==> src/rtl/pipe_stage_reg.sv <==
// pipe_stage_reg: valid/ready pipeline stage register with one-entry skid buffer, sync flush and post-reset hold
//   clk, rst (async, active-high)  clock and reset
//   flush                          synchronous discard of all held beats (ignored during hold)
//   in_valid/in_ready/in_data      upstream handshake; in_ready is registered
//   out_valid/out_ready/out_data   downstream handshake; out_valid and out_data are registered
//   hold_active                    high while the post-reset hold window runs
module pipe_stage_reg #(
  parameter int DATA_WIDTH = 32,
  parameter int RESET_HOLD = 1,
  parameter logic [DATA_WIDTH-1:0] RESET_VALUE = '0
) (
  input  logic                  clk,
  input  logic                  rst,
  input  logic                  flush,
  input  logic                  in_valid,
  output logic                  in_ready,
  input  logic [DATA_WIDTH-1:0] in_data,
  output logic                  out_valid,
  input  logic                  out_ready,
  output logic [DATA_WIDTH-1:0] out_data,
  output logic                  hold_active
);
  localparam int CW = RESET_HOLD > 0 ? $clog2(RESET_HOLD + 1) : 1;
  localparam logic [CW-1:0] HOLD_MAX = CW'(RESET_HOLD);
  localparam logic [1:0] S_HOLD  = 2'd0;
  localparam logic [1:0] S_EMPTY = 2'd1;
  localparam logic [1:0] S_FULL  = 2'd2;
  localparam logic [1:0] S_SKID  = 2'd3;
  localparam logic [1:0] S_INIT  = RESET_HOLD > 0 ? S_HOLD : S_EMPTY;

  logic [1:0]            r_state, w_next;
  logic [CW-1:0]         r_cnt;
  logic [DATA_WIDTH-1:0] r_main, r_skid;
  logic                  r_skid_valid, r_in_ready, r_out_valid, r_hold;
  logic                  w_in_fire, w_out_fire, w_flush;

  assign w_in_fire  = in_valid & r_in_ready;
  assign w_out_fire = r_out_valid & out_ready;
  assign w_flush    = flush & (r_state != S_HOLD);

  assign in_ready    = r_in_ready;
  assign out_valid   = r_out_valid;
  assign out_data    = r_main;
  assign hold_active = r_hold;

  always_comb begin
    w_next = r_state;
    case (r_state)
      S_HOLD:  w_next = (r_cnt + 1'b1 == HOLD_MAX) ? S_EMPTY : S_HOLD;
      S_EMPTY: w_next = w_in_fire ? S_FULL : S_EMPTY;
      S_FULL:  w_next = w_out_fire ? (w_in_fire ? S_FULL : S_EMPTY) : (w_in_fire ? S_SKID : S_FULL);
      default: w_next = w_out_fire ? S_FULL : S_SKID;
    endcase
    if (w_flush) w_next = S_EMPTY;
  end

  // Handshake outputs are registered from the next state so in_ready never
  // depends combinationally on out_ready; the skid absorbs the in-flight beat.
  always_ff @(posedge clk or posedge rst) begin
    if (rst) begin
      r_state      <= S_INIT;
      r_cnt        <= '0;
      r_main       <= RESET_VALUE;
      r_skid       <= RESET_VALUE;
      r_skid_valid <= 1'b0;
      r_in_ready   <= RESET_HOLD == 0;
      r_out_valid  <= 1'b0;
      r_hold       <= RESET_HOLD > 0;
    end else begin
      r_state     <= w_next;
      r_in_ready  <= (w_next == S_EMPTY) || (w_next == S_FULL);
      r_out_valid <= (w_next == S_FULL) || (w_next == S_SKID);
      r_hold      <= w_next == S_HOLD;
      if (r_cnt != HOLD_MAX) r_cnt <= r_cnt + 1'b1;
      if (w_flush) begin
        r_main       <= RESET_VALUE;
        r_skid_valid <= 1'b0;
      end else begin
        if (w_in_fire && (r_state == S_EMPTY || w_out_fire)) r_main <= in_data;
        else if (r_skid_valid && w_out_fire) r_main <= r_skid;
        if (w_in_fire && r_state == S_FULL && !w_out_fire) begin
          r_skid       <= in_data;
          r_skid_valid <= 1'b1;
        end else if (r_skid_valid && w_out_fire) r_skid_valid <= 1'b0;
      end
    end
  end
endmodule

==> config.mk <==
export PLATFORM = sky130hd
export DESIGN_NAME = pipe_stage_reg
export DESIGN_NICKNAME = d
export VERILOG_FILES = /design/src/rtl/pipe_stage_reg.sv
export SDC_FILE = /design/constraint.sdc
export NUM_CORES = 1
export LEC_CHECK = 0
export BUFFER_PORTS_ARGS = -buffer_cell sky130_fd_sc_hd__clkbuf_2
export CORE_MARGIN = 2
export CORE_UTILIZATION = 34
export CTS_CLUSTER_DIAMETER = 60
export CTS_CLUSTER_SIZE = 14
export DETAILED_ROUTE_END_ITERATION = 8
export GPL_ROUTABILITY_DRIVEN = 0
export MAX_ROUTING_LAYER = met4
export SYNTH_ARGS = -nofsm -noshare
export SYNTH_HDL_FRONTEND = slang
export SYNTH_SLANG_ARGS = --single-unit
==> constraint.sdc <==
create_clock -name clk -period 4.3 [get_ports clk]
set_input_delay 0 -clock clk [delete_from_list [all_inputs] [get_ports clk]]
set_output_delay 0 -clock clk [all_outputs]
set_load 0.01 [all_outputs]
==> impl_metrics.yaml <==
cts:
  cts-root-buf: "clkbuf_8"
  htree_levels: 3
  cts_buffer_depth: 2
  clk_pin_slew_worst_paths_ns: 0.08
  clk_latency_ns: 0.34
  cts_sinks: 71
  cts_buffers: 9
  ctsResizeCount: 0
  postCtsSetupRepairBufs: 0
  holdBufCountCts: 35
  tritoncts: "done"
grt:
  use_met3: 0.0248
  grt-ovfl-total: 0
  grtUsageMet1: 0.226
  grt_pass1_vias: 2645
  grt_use_met2: 0.270
  busiest_layer: "met2"
  grt_pass1_wl_um: 13300
  grt_max_degree: 59
  antenna_found_initial: 0
  grtUsageTotal: 0.171
die:
  ioPinCount: 72
  fp-row-count: 35
  dieWidth_um: 102
  die_h_um: 102
  core_area_mm2: 0.00924
  die_area_mm2: 0.0103
  initial_core_util: 0.351
cells_and_area:
  drive_gt1_frac: 0.325
  diodes: 0
  syn_to_final_growth_pct: 31.7
  fin_cells: 520
  nets: 426
min_path:
  hold_class: "in2async"
synthesis:
  muxShareOfSynthArea: 0.111
  ys_ff_latch: 71
  synth_area_leaders: "dfrtp_1 (54%), mux2_2 (9.7%), a311oi_1 (8.6%)"
  ys.flop_type: "dfrtp_1"
  synth_edf_count: 0
  syn_nets: 328
  synth_fa_ha_area_frac: 0.0116
  yosysMostFrequentCell: "dfrtp_1"
  synth-xor-area-share: 0.00270
  async_flop_share: 1.00
  avgSynthCellArea_um2: 11.3
  netlist_top_cells_count: "dfrtp_1 (70), nand2_1 (66), a211oi_1 (32), a311oi_1 (32), mux2_2 (28)"
  synth_simple_gate_area_frac: 0.106
  synth-compound-area-share: 0.178
  postSynthCellCount: 288
  yosysSeqAreaShare: 0.548
  synth_top_family_by_area: "compound AO/OA/AOI/OAI gates"
  post_synth_num_cell_types: 27
  synthesis.area_mm2: 0.00324
  netlist.top_cell.by_area: "dfrtp_1"
  synth_top_area_frac: 0.540
  ys_warn_count: 0
placed_design:
  dpl.hpwl_um: 4860
  post-place-ws_ns: 1.89
  port_buffers: 71
  dp.cells: 469
timing:
  drv_slew: 0
  finalCritPeriodShare: 0.549
  max_freq_mhz: 423
  finalSetupViolCount: 0
  period_needed_ns: 2.36
  finClkSkew_ns: 0.00943
  worst_slack_ns: 1.94
  fin_setup_tns_ns: 0
  hold_viol: 0
  maxSlewHeadroom: 0.220
  worst_pin_slew_ns: 1.17
  rsz0062_at_grt: "false"
route:
  drt-initial-drc-count: 144
  ant_nets: 0
  vias: 2631
  finalWirelength_um: 8060
  post_drt_wl_per_cell_um: 15.5
  drc: 0
  via_per_inst: 5.06
  dr.pass1.iters: 4
power_and_ir_drop:
  power_leakage_nw: 1.93
  power_density_mw_per_mm2: 570
  irDropWorstVdd_mv: 0.273
worst_setup_path:
  cp_max_fo: 35
  path_cells: "nand2_1, buf_4, nor4b_4, buf_4, mux2_2"
  path_class: "reg2reg"
  cp.required_ns: 4.52
  crit_path_frequent_cell: "buf_4"
  slowest_delay_ns: 0.67
  critPathArrivalTime_ns: 2.58
  endpoint_kind: "flop"
  cpMaxStageDelayCell: "nor4b_4"
  start_kind: "flop"
run_status:
  status: "completed"
flow_run:
  cap_viol_max_count: 0
worst paths after layout:
| kind | startpoint | to | slack, ns | depth (start not counted) |
|---|---|---|---|---|
| worst min register to register | r_skid[25]$_DFFE_PP0P_ | r_skid[25]$_DFFE_PP0P_ | 0.49 | 1 |
| worst min-delay path | rst | r_skid[6]$_DFFE_PP0P_ | 0.11 | 3 |
| worst max-delay path | in_ready$_DFF_PP0_ | r_skid[31]$_DFFE_PP0P_ | 1.94 | 5 |
| max in group asynchronous | rst | r_state[1]$_DFF_PP0_ | 3.16 | 4 |
| worst max register to register | in_ready$_DFF_PP0_ | r_skid[31]$_DFFE_PP0P_ | 1.94 | 5 |
| min in group clk | in_valid | r_state[1]$_DFF_PP0_ | 0.13 | 3 |
critical path: cells and delay by family, from the launching register on:
kind / cells / cell delay (ns)
multiplexers: 1 / 0.37
AND/OR/NAND/NOR: 2 / 0.74
buffers and inverters: 2 / 0.68
flip-flops: 1 / 0.41
layout make-up:
| cell class | instances | area [µm²] |
|---|---|---|
| clock buffers | 11 | 151 |
| repair buffers | 114 | 766 |
| multi-input cells | 189 | 1330 |
| well taps | 129 | 161 |
| inverters | 1 | 5.00 |
| clock inverters | 5 | 80.1 |
| fillers | 891 | 4970 |
| flip-flops and latches | 71 | 1780 |
cell families (layout without fill, tap and decap cells):
family                   after synthesis  after routing
AO/OA/AOI/OAI                         73             73
XOR/XNOR                               1              1
adder cells (fa/ha/maj)                3              3
buffers and inverters                 28            131
flip-flops                            71             71
multiplexers                          32             32
other                                  1              1
AND/OR/NAND/NOR                       79             79
per-layer routing:
metal  wire (µm)  part of all wire  vias to the layer above
li1            -                 -                     1253
met1        3740              0.46                     1308
met2        3890              0.48                       65
met5           0                 0                        -
met4          70            0.0087                        0
met3         368             0.046                        5
flip-flops by register name, summed over array words and instances, names as in the netlist:
name          count
r_skid           32
out_data         32
r_cnt             1
out_valid         1
hold_active       1
r_skid_valid      1
in_ready          1
r_state           2
placed cells by master, fill, tap and decap left out, types with 2 or more instances in the layout:
| cell type | count |
|---|---|
| clkbuf_2 | 71 |
| dfrtp_1 | 70 |
| nand2_1 | 66 |
| dlygate4sd3_1 | 35 |
| a211oi_1 | 32 |
| a311oi_1 | 32 |
| mux2_2 | 28 |
| clkbuf_8 | 11 |
| buf_4 | 8 |
| mux2_1 | 4 |
| a21oi_1 | 4 |
| nand2b_1 | 3 |
| ha_1 | 3 |
| a21o_1 | 2 |
| o21a_1 | 2 |
| nor2b_1 | 2 |
| clkinv_2 | 2 |
| clkinvlp_4 | 2 |
| bufinv_16 | 2 |
power breakdown:
group          internal (mW)  switching, mW
logic                  0.342          0.440
clock network          0.357          0.247
registers              0.910          0.139
total                   1.61          0.826
stage by stage:
| step | instance area (µm²) | utilization | power, mW | hold WS [ns] |
|---|---|---|---|---|
| floorplan | 3240 | - | 1.53 | 0.105 |
| global route | 4270 | 0.462 | 2.61 | 0.124 |
| detailed placement | 3690 | 0.399 | 1.83 | -0.0777 |
| CTS | 4270 | 0.462 | 2.47 | 0.0923 |
| finish | 4270 | 0.462 | 2.44 | 0.109 |
| global placement | 3690 | 0.399 | 1.81 | -0.0778 |
No activity file was read; power rests on OpenSTA's default activity.
